File: config.mk
export PLATFORM = sky130hd
export DESIGN_NAME = imm_rs_rt_encoder
export DESIGN_NICKNAME = d
export VERILOG_FILES = /design/src/rtl/imm_rs_rt_encoder.sv
export SDC_FILE = /design/constraint.sdc
export NUM_CORES = 1
export LEC_CHECK = 0
export CELL_PAD_IN_SITES_DETAIL_PLACEMENT = 0
export CELL_PAD_IN_SITES_GLOBAL_PLACEMENT = 1
export CORE_MARGIN = 2
export CORE_UTILIZATION = 30
export CTS_CLUSTER_SIZE = 24
export DETAILED_ROUTE_END_ITERATION = 16
export GPL_ROUTABILITY_DRIVEN = 0
export GPL_TIMING_DRIVEN = 0
export PLACE_DENSITY = 0.84
export SYNTH_ARGS = -nofsm -noshare
export SYNTH_HDL_FRONTEND = slang
export SYNTH_SLANG_ARGS = --single-unit
File: constraint.sdc
create_clock -name clk -period 2.1 [get_ports clk]
set_clock_uncertainty 0.2 [all_clocks]
set_input_delay 0.315 -clock clk [delete_from_list [all_inputs] [get_ports clk]]
set_output_delay 0.315 -clock clk [all_outputs]
set_load 0.005 [all_outputs]
File: src/rtl/imm_rs_rt_encoder.sv
// Packs opcode/rd and a 12-bit immediate split into rs/rt into a 32-bit instruction word,
// delivered through a 2-entry valid/ready buffer. Optional range check: `ENC_RANGE_CHECK_EN.
module imm_rs_rt_encoder (
    input  logic        clk,
    input  logic        rst_n,
    input  logic        in_valid,
    output logic        in_ready,
    input  logic [31:0] in_imm,
    input  logic [3:0]  in_opcode,
    input  logic [5:0]  in_rd,
    output logic        out_valid,
    input  logic        out_ready,
    output logic [31:0] out_instr,
    output logic [5:0]  out_rs,
    output logic [5:0]  out_rt,
    input  logic        err_clr,
    output logic        range_err,
    output logic [15:0] enc_count
);

    typedef enum logic [1:0] {
        EMPTY = 2'd0,
        ONE   = 2'd1,
        FULL  = 2'd2
    } state_t;

    state_t      r_state;
    state_t      w_next_state;
    logic        w_push;
    logic        w_pop;
    logic        w_write;
    logic [43:0] w_new_entry;
    logic [43:0] r_head;
    logic [43:0] r_tail;
    logic [15:0] r_enc_count;

    // Entry layout: {instr[31:0], rs[5:0], rt[5:0]}
    assign w_new_entry = {in_opcode, in_rd, in_imm[11:6], in_imm[5:0], 10'd0,
                          in_imm[11:6], in_imm[5:0]};

    assign w_push = in_valid & in_ready;
    assign w_pop  = out_valid & out_ready;

`ifdef ENC_RANGE_CHECK_EN
    logic w_out_of_range;
    logic r_range_err;

    assign w_out_of_range = |in_imm[31:12];
    // Out-of-range requests are consumed but dropped; state and buffer stay put.
    assign w_write        = w_push & ~w_out_of_range;

    always_ff @(posedge clk or negedge rst_n) begin
        if (!rst_n) begin
            r_range_err <= 1'b0;
        end else if (w_push && w_out_of_range) begin
            r_range_err <= 1'b1;
        end else if (err_clr) begin
            r_range_err <= 1'b0;
        end
    end

    assign range_err = r_range_err;
`else
    logic w_unused;

    assign w_write   = w_push;
    assign range_err = 1'b0;
    assign w_unused  = ^{err_clr, in_imm[31:12]};
`endif

    always_ff @(posedge clk or negedge rst_n) begin
        if (!rst_n) begin
            r_state <= EMPTY;
        end else begin
            r_state <= w_next_state;
        end
    end

    always_comb begin
        w_next_state = r_state;
        case (r_state)
            EMPTY: begin
                if (w_write) begin
                    w_next_state = ONE;
                end
            end
            ONE: begin
                if (w_write && !w_pop) begin
                    w_next_state = FULL;
                end else if (!w_write && w_pop) begin
                    w_next_state = EMPTY;
                end
            end
            FULL: begin
                if (w_pop) begin
                    w_next_state = ONE;
                end
            end
            default: w_next_state = EMPTY;
        endcase
    end

    always_comb begin
        in_ready  = (r_state != FULL);
        out_valid = (r_state != EMPTY);
    end

    // Head is always entry 0; a pop from FULL shifts the tail forward.
    always_ff @(posedge clk or negedge rst_n) begin
        if (!rst_n) begin
            r_head <= '0;
            r_tail <= '0;
        end else begin
            case (r_state)
                EMPTY: begin
                    if (w_write) begin
                        r_head <= w_new_entry;
                    end
                end
                ONE: begin
                    if (w_write && w_pop) begin
                        r_head <= w_new_entry;
                    end else if (w_write) begin
                        r_tail <= w_new_entry;
                    end
                end
                FULL: begin
                    if (w_pop) begin
                        r_head <= r_tail;
                    end
                end
                default: begin
                    r_head <= r_head;
                end
            endcase
        end
    end

    always_ff @(posedge clk or negedge rst_n) begin
        if (!rst_n) begin
            r_enc_count <= 16'd0;
        end else if (w_pop) begin
            r_enc_count <= r_enc_count + 16'd1;
        end
    end

    assign out_instr = r_head[43:12];
    assign out_rs    = r_head[11:6];
    assign out_rt    = r_head[5:0];
    assign enc_count = r_enc_count;

endmodule

## After elaboration in Yosys (flattened, before gate mapping)

Cells that the tools add are included.

| word-level totals | value |
|---|---|
| memory bits (read-only) | 0 |
| memory bits (writable) | 0 |
| memories | 0 |
| register bits after elaboration | 96 |
| input bits | 47 |
| bits in latches | 0 |

| cells by class | value |
|---|---|
| equal/unequal tests | 7 |
| multipliers | 0 |
| div/mod/pow operators | 0 |
| bitwise gates (word level) | 3 |
| shift operators | 0 |
| $add $sub $neg | 1 |
| order comparisons | 0 |
| muxes and demuxes | 9 |
| reduce and logical (&&, ||, !) cells | 11 |

Operators by type and width:

| kind | count |
|---|---|
| $mux W44 | 3 |
| $pmux W44 S3 | 1 |
| $add A16 B1 Y16 const B | 1 |
| $mux W2 | 4 |
| $ne A2 B2 Y1 const B | 4 |
| $pmux W2 S3 | 1 |
| $reduce_and A3 Y1 | 2 |
| $reduce_and A4 Y1 | 1 |
| $logic_and A1 B1 Y1 | 3 |
| $ne A3 B3 Y1 const B | 1 |
| $reduce_bool A3 Y1 | 1 |
| $and A1 B1 Y1 | 2 |
| $eq A2 B1 Y1 const B | 1 |
| $eq A2 B2 Y1 const B | 1 |
| $logic_not A1 Y1 | 2 |
| $logic_not A2 Y1 | 1 |
| $reduce_bool A2 Y1 | 1 |
| $not A1 Y1 | 1 |

## Logic depth before layout (Yosys ltp)

Gate-level depths: netlist (run 1).

| logic depth | value |
|---|---|
| depth after elaboration | 7 |
| depth in mapped cells | 11 |
| depth with buffers taken out | 8 |

## Worst setup path before layout (run 1)

No wires, ideal clock.

| timing path | value |
|---|---|
| path type | register -> register |
| start | register r_state[1] |
| end | register r_tail[23] |
| path slack | -0.207 ns |
| period minus slack after synthesis | 2.307 ns |
| required time | 1.775 ns |
| arrival | 1.983 ns |
| stages on the path, launching flop included | 9 |
| cells stage by stage | dfrtp_1 > nor2b_2 > inv_1 > buf_2 > and2_1 > ha_1 > nand3b_1 > buf_4 > mux2_2 |

| on the way | value |
|---|---|
| word-level cells in the longest chain between the ends | 5 |

RTL lines:

| item | RTL line | text |
|---|---|---|
| from (decl) | 27 | `state_t r_state;` |
| from (signal assigned) | 75 | `r_state <= w_next_state;` |
| $ne A2 B2 Y1 (*) | 104 | `in_ready = (r_state != FULL);` |
| net in_ready | 7 | `output logic in_ready,` |
| $and A1 B1 Y1 (*) | 41 | `assign w_push = in_valid & in_ready;` |
| $logic_and A1 B1 Y1 | 121 | `if (w_write && w_pop) begin` |
| $not A1 Y1 (no source line) | - |  |
| $reduce_and A3 Y1 (no source line) (*) | - |  |
| to (signal assigned) | 124 | `r_tail <= w_new_entry;` |
| to (decl) | 34 | `logic [43:0] r_tail;` |

Mark *: on every way through the listed nets, which the timed path passes. The rest lies on a longest branch.
A chain may end at the register's enable or synchronous reset.

## Worst setup path in the final report (run 1)

| timing path | value |
|---|---|
| start | register r_state[0] |
| end | register r_head[23] |

| on the way | value |
|---|---|
| word-level cells in the longest chain between the ends | 5 |

RTL lines:

| item | RTL line | text |
|---|---|---|
| $ne A2 B2 Y1 / $reduce_bool A2 Y1 (equally long branches) | 104, 105 |  |
| $and A1 B1 Y1, on equally long branches | 41, 42 |  |
| $logic_and A1 B1 Y1 | 121 |  |
| $ne A2 B2 Y1 (no source line) | - |  |
| $reduce_and A4 Y1 (no source line) | - |  |
| to (signal assigned) | 117 | `r_head <= w_new_entry;` |
| to (signal assigned) | 122 | `r_head <= w_new_entry;` |
| to (signal assigned) | 129 | `r_head <= r_tail;` |
| to (decl) | 33 | `logic [43:0] r_head;` |

Parallel ways exist; a longest one is shown, timed or not.

==> results.cfg, run 1 <==
[timing]
worst_slack_ns = 0.0455
clock.fmax_mhz = 487
finalHoldViolations = 0
tightest_slew_ns = 0.794
setup_viol = 0
period_needed_ns = 2.05
grt_setup_unrepaired = true
min_period_over_period_pct = 97.8
slew_violations = 0
slew_headroom_pct = 47.1

[placed_design]
dp_hpwl_um = 4470
place.port_buffers = 77
pre_cts_slack_ns = -0.356

[final_layout]
drive_above_1_share_pct = 30.0
fill_cells = 862
multi_input_area_um2 = 1250
final_util_pct = 47.0
fin_nets = 425
seq_area_um2 = 1550
area_growth_pct = 52.1
diodes = 0

[global_route]
antenna_found_initial = 0
grt_pass1_vias = 2183
grt_start_max_net_pins = 63
grt-ovfl-total = 0
grt_usage_pct = 13.9
grt_pass1_wl_um = 11000

[outcome]
status = finished clean

[synthesis]
synth_top_area_cell = dfrtp_1
seq_area_frac_synth_pct = 54.6
ys_top_cells_by_area = dfrtp_1 55%, mux2_2 8.7%, buf_4 7.1%, nand2_1 6.9%, a31oi_1 4.8%
ys.flop_type = dfrtp_1
synth_edf_count = 0
avgSynthCellArea_um2 = 10.8
netlist_area_um2 = 2840
ys_ff_latch = 62
yosysWarnings = 0
postSynth.asyncResetShare_pct = 100
syn_inst = 264
synth_top_area_share_pct = 54.6
yosysUniqueCellTypes = 27

[clock_tree]
tritoncts = yes
h-tree-depth = 3
clk_root_buffer_cell = clkbuf_8
worstSkewPairLatency_ns = 0.33
cts-buffers-inserted = 9
clockBufferDepth = 2
cts_sinks = 62
path_clk_slew_ns = 0.07

[worst_setup_path]
path_common_cell = buf_6
critPathSlowestCell = dfrtp_1
reg2reg_from = r_state[0]$_DFFE_PN0P_
worstSetupStartpointType = flop
reg2reg_depth = 11
rr_endpoint = r_head[23]$_DFFE_PN0P_
critPathMaxStageDelay_ns = 0.37
cp_top_family = buffers and inverters
path_cells = buf_6 > nor2b_4 > inv_6 > and2_4 > ha_2 > mux2i_1 > o21ai_2 > buf_6 > buf_6 > nor2_4 > a31oi_4
path_depth = 11
worstPathArrival_ns = 2.06
r2r_slack_ns = 0.05
critPathMaxFanout = 5
cp_num_buf_inv = 4
worstPathRequired_ns = 2.10
cp-end-kind = flop
crit_type = flop to flop

[flow_run]
cap_violations = 0

[drt]
drtIter0Drc = 34
dr.pass1.iters = 4
wl_per_cell_um = 13.9
dr_total_vias = 2230
final_antenna_net_count = 0
routed_wl_um = 6800
avgViaCountPerCell = 4.54
drc = 0

[power]
power_leakage_nw = 1.91
irDropWorstVdd_uv = 463
powerDensity_nw_per_um2 = 1380

[hold_path]
min_from = enc_count[15]$_DFFE_PN0P_
min_path_type = flop to flop
whs_path_depth = 1
whs_endpoint = enc_count[15]$_DFFE_PN0P_

[die]
start_util_pct = 30.9
die_area_um2 = 10300
die_y_um = 101
io_pins = 110
coreArea_um2 = 9200
die_x_um = 101
rows = 35
cell families after synthesis:
group           count (synthesis)  share of synthesized area [%]
simple gates                   96                           14.7
flops                          62                           54.6
buf+inv                        37                           9.03
compound gates                 26                           6.13
mux                            24                           9.43
xor+xnor                       15                           4.63
fa+ha+maj                       3                           1.32
other cells                     1                          0.132
cell type report:
class / count / area share (%)
plain buffers: 33 / 6.23
clock buffers: 10 / 2.96
clock inverters: 6 / 1.45
inverters: 2 / 0.290
multi-input cells: 175 / 28.9
flip-flops and latches: 62 / 36.0
well taps: 111 / 3.22
repair buffers: 92 / 21.0
state kept, by name, summed over array words and instances (netlist names):
register,count
enc_count,16
r_head,22
r_state,2
r_tail,22
what timing repair did:
action / 4_1_cts / 5_1_grt
buffers inserted: 11 / 2
hold buffers: 1 / 0
gates resized for setup: 7 / 30
setup endpoints to repair: 47 / 25
hold endpoints to repair: 62 / 0
gates cloned: 0 / 1
pin swaps: 2 / 4
metrics by stage:
| step | hold WS (ns) | cells | area [um2] | TNS, ns | power, W |
|---|---|---|---|---|---|
| 6_report | 0.294 | 491 | 4320 | 0 | 0.00596 |
| 5_1_grt | 0.321 | 491 | 4320 | -0.230 | 0.00637 |
| 4_1_cts | 0.297 | 489 | 4150 | 0 | 0.00568 |
| 3_5_place_dp | 0.264 | 462 | 3860 | -12.10 | 0.00450 |
| 3_3_place_gp | 0.277 | 462 | 3860 | -109.59 | 0.00444 |
| 2_1_floorplan | -0.181 | 274 | 2950 | -0.221 | 0.00334 |
power by group:
group	internal (W)	switching [W]	leakage, nW
Clock	0.000546	0.000476	0.100
Sequential	0.00170	0.000370	0.741
Combinational	0.00180	0.00107	1.07
Total	0.00405	0.00191	1.91
how the worst max path moves through the flow:
stage	slack, ns	from	end
floorplan	-0.01	r_state[0]$_DFFE_PN0P_	r_tail[23]$_DFFE_PN0P_
global placement	-1.83	rst_n	r_state[1]$_DFFE_PN0P_
detailed placement	-0.36	out_ready	r_head[29]$_DFFE_PN0P_
CTS	0.01	r_state[0]$_DFFE_PN0P_	r_head[29]$_DFFE_PN0P_
global route	-0.05	r_state[0]$_DFFE_PN0P_	r_head[23]$_DFFE_PN0P_
finish	0.05	r_state[0]$_DFFE_PN0P_	r_head[23]$_DFFE_PN0P_
worst register-to-register path, cell delays in order, from the launching register on:
cell	delay [ns]
dfrtp_1	0.37
buf_6	0.13
nor2b_4	0.15
inv_6	0.06
and2_4	0.15
ha_2	0.16
mux2i_1	0.18
o21ai_2	0.10
buf_6	0.15
buf_6	0.13
nor2_4	0.12
a31oi_4	0.04
routing by layer:
metal	global-route usage [%]	share of wire (%)	vias to the layer above
met5	0	0	-
li1	-	-	1075
met4	4.47	1.0	0
met1	18.3	45	1096
met3	4.42	4.7	5
met2	21.9	49	54
layout by cell type, fill, tap and decap left out, drive strengths merged:
master         instances
buf                   47
conb                  11
nand3                  5
dfrtp                 62
mux2i                  2
dlygate4sd3            1
nor2b                  1
nand2                 52
clkdlybuf4s50         75
bufinv                 1
ha                     3
nand4                  3
nor2                  23
inv                    2
or2                    2
dlygate4sd2            1
a31oi                 22
xnor2                 14
o21ai                  3
clkinv                 5
mux2                  22
xor2                   1
o22ai                  1
nand3b                 2
and4                   2
and3                   4
clkbuf                11
and2                   2
synthesized netlist by cell type (all sizes together), types with 2 or more instances:
cell type   n
or2         2
mux2i       2
nor2       23
nand3       5
mux2       22
and2        2
buf        35
inv         2
o21ai       3
nand2      52
and3        4
dfrtp      62
nand4       3
and4        2
a31oi      22
nand3b      2
ha          3
xnor2      14
Note: power is estimated with default switching activity, not from simulation.
==> run 2, diff against run 1 <==
Settings changed: ABC_AREA set to 1, CORE_UTILIZATION 30 to 29, PLACE_DENSITY 0.84 to 0.83.
==> results.cfg, run 2 <==
[drt]
drc = 0
dr.pass1.iters = 4
avgViaCountPerCell = 4.39
wl_met1_um = 3210
routed_wl_um = 7320
wl_per_cell_um = 11.8
final_antenna_net_count = 0
drtIter0Drc = 95
dr_total_vias = 2715
met2_length_um = 3510
topRoutingLayerUsed = met4
wl_met3_um = 466

[global_route]
grt_pass1_vias = 2656
grt_usage_pct = 13.6
antenna_found_initial = 0
grt_start_max_net_pins = 35
grt-ovfl-total = 0
grt_pass1_wl_um = 12300

[hold_path]
whs_path_depth = 2
min_from = r_tail[22]$_DFFE_PN0P_
whs_endpoint = r_tail[22]$_DFFE_PN0P_
min_path_type = flop to flop

[synthesis]
synth_edf_count = 0
yosys.area_share.simple_pct = 20.3
synth_top_family_by_area = simple AND/OR/NAND/NOR gates
yosysMostFrequentCell = nand2_1
synth_compound_area_share_pct = 12.2
ys.flop_type = dfrtp_1
yosysWarnings = 0
ys_top_cells_by_area = dfrtp_1 50%, nand2_1 15%, o21ai_0 10%, buf_4 6.8%, inv_1 4.4%
syn_inst = 377
yosys-mux-area-fraction_pct = 0
postSynth.asyncResetShare_pct = 100
seq_area_frac_synth_pct = 50.0
synth_commonest_cells = 121 x nand2_1, 63 x o21ai_0, 62 x dfrtp_1, 36 x inv_1, 28 x buf_4
synth_top_area_cell = dfrtp_1
ys_ff_latch = 62
synthXorXnorAreaFrac_pct = 2.54
yosysUniqueCellTypes = 25
avgSynthCellArea_um2 = 8.24
synth_top_area_share_pct = 50.0
netlist_area_um2 = 3110
synth-adder-area-share_pct = 1.21

[outcome]
status = finished clean

[placed_design]
placed_area_um2 = 4100
dp_hpwl_um = 5550
pre_cts_slack_ns = -0.322
place.port_buffers = 77

[timing]
worst_slack_ns = 0.138
clock.fmax_mhz = 510
tightest_slew_ns = 0.793
setup_viol = 0
finalHoldViolations = 0
min_period_over_period_pct = 93.4
slew_violations = 0
period_needed_ns = 1.96
slew_headroom_pct = 47.1

[power]
cell_internal_pwr_w = 0.00369
pwr-share-clk_pct = 18.1
powerDensity_nw_per_um2 = 1320
combPwrFrac_pct = 46.5
power_leakage_nw = 2.12
irDropWorstVdd_uv = 483
seqPwrFrac_pct = 35.3
swShare_pct = 35.5
power_switching_w = 0.00203

[clock_tree]
tritoncts = yes
clk_root_buffer_cell = clkbuf_8
h-tree-depth = 3
cts-buffers-inserted = 9
path_clk_slew_ns = 0.07
worstSkewPairLatency_ns = 0.34
clockBufferDepth = 2
cts_sinks = 62

[final_layout]
design_area_um2 = 4340
drive_above_1_share_pct = 13.5
final_util_pct = 41.9
diodes = 0
final_common_cell = nand2_1
area_growth_pct = 39.8
final_cell_mix = 121 x nand2_1, 74 x clkdlybuf4s50_1, 62 x dfrtp_1
fin_nets = 528

[die]
die_area_um2 = 11600
coreArea_um2 = 10400
start_util_pct = 29.9
die_y_um = 107
die_x_um = 107
rows = 37
io_pins = 110

[worst_setup_path]
reg2reg_from = r_state[0]$_DFFE_PN0P_
rr_endpoint = r_head[41]$_DFFE_PN0P_
reg2reg_depth = 9
critPathMaxFanout = 10
crit_type = flop to flop
worstSetupStartpointType = flop
worstPathRequired_ns = 2.18
cp-end-kind = flop
worstPathArrival_ns = 2.04
r2r_slack_ns = 0.14

[flow_run]
cap_violations = 0
## run 2: layer usage
| metal | vias up | GRT usage (%) |
|---|---|---|
| met5 | - | 0 |
| met4 | 0 | 5.22 |
| met3 | 14 | 3.75 |
| met2 | 79 | 22.5 |
| met1 | 1272 | 16.8 |
| li1 | 1350 | - |
## run 2: logic make-up after synthesis
group	Yosys count
compound gates	71
xor+xnor	9
fa+ha+maj	3
buf+inv	77
flops	62
other cells	1
simple gates	154
## run 2: through the flow
step	hold slack, ns	TNS (ns)	instances	power [W]
3_5_place_dp	0.244	-11.72	601	0.00468
2_1_floorplan	-0.181	0	387	0.00342
4_1_cts	0.291	0	619	0.00575
5_1_grt	0.313	-0.00419	619	0.00622
6_report	0.286	0	619	0.00573
3_3_place_gp	0.267	-99.39	600	0.00459
## run 2: worst max-delay path, stage by stage, from the launching register on
cell and delay, ns:
dfrtp_1 0.37, buf_6 0.14, nor2_2 0.14, buf_6 0.12, nor2_1 0.05, ha_1 0.21
a21boi_4 0.23, clkbuf_2 0.25, o21ai_0 0.12, nand2_1 0.07
## run 2: worst max path at each step
| stage | from | to | slack (ns) |
|---|---|---|---|
| after floorplan | r_state[0]$_DFFE_PN0P_ | r_head[23]$_DFFE_PN0P_ | 0.07 |
| after global placement | rst_n | r_tail[27]$_DFFE_PN0P_ | -1.44 |
| after detailed placement | r_state[0]$_DFFE_PN0P_ | r_tail[39]$_DFFE_PN0P_ | -0.32 |
| after CTS | r_state[0]$_DFFE_PN0P_ | r_head[41]$_DFFE_PN0P_ | 0.003 |
| after global routing | r_state[1]$_DFFE_PN0P_ | r_head[36]$_DFFE_PN0P_ | -0.004 |
| final | r_state[0]$_DFFE_PN0P_ | r_head[41]$_DFFE_PN0P_ | 0.14 |
## run 2: what timing repair did
item                                   4_1_cts  5_1_grt
gates resized for setup                      5       14
setup buffers                                2        0
hold buffers                                 1        0
setup endpoints to repair                   44       42
endpoints found under the hold margin       33        0
pin swaps                                    1        0
gates cloned                                 0        0
## run 2: final cells by class
| class | count | area, um2 |
|---|---|---|
| inverters | 38 | 143 |
| clock buffers | 13 | 149 |
| repair buffers | 81 | 808 |
| multi-input cells | 248 | 1190 |
| well taps | 136 | 170 |
| plain buffers | 38 | 285 |
| fillers | 1048 | 6030 |
| flip-flops and latches | 62 | 1550 |
| clock inverters | 3 | 43.8 |
## run 2: power groups by stage
stage | registers [W] | logic, W | clock network (W)
floorplan | 0.00199 | 0.00143 | 0
global placement | 0.00203 | 0.00255 | 0
detailed placement | 0.00205 | 0.00263 | 0
CTS | 0.00203 | 0.00265 | 0.00107
global route | 0.00211 | 0.00299 | 0.00112
finish | 0.00202 | 0.00266 | 0.00104
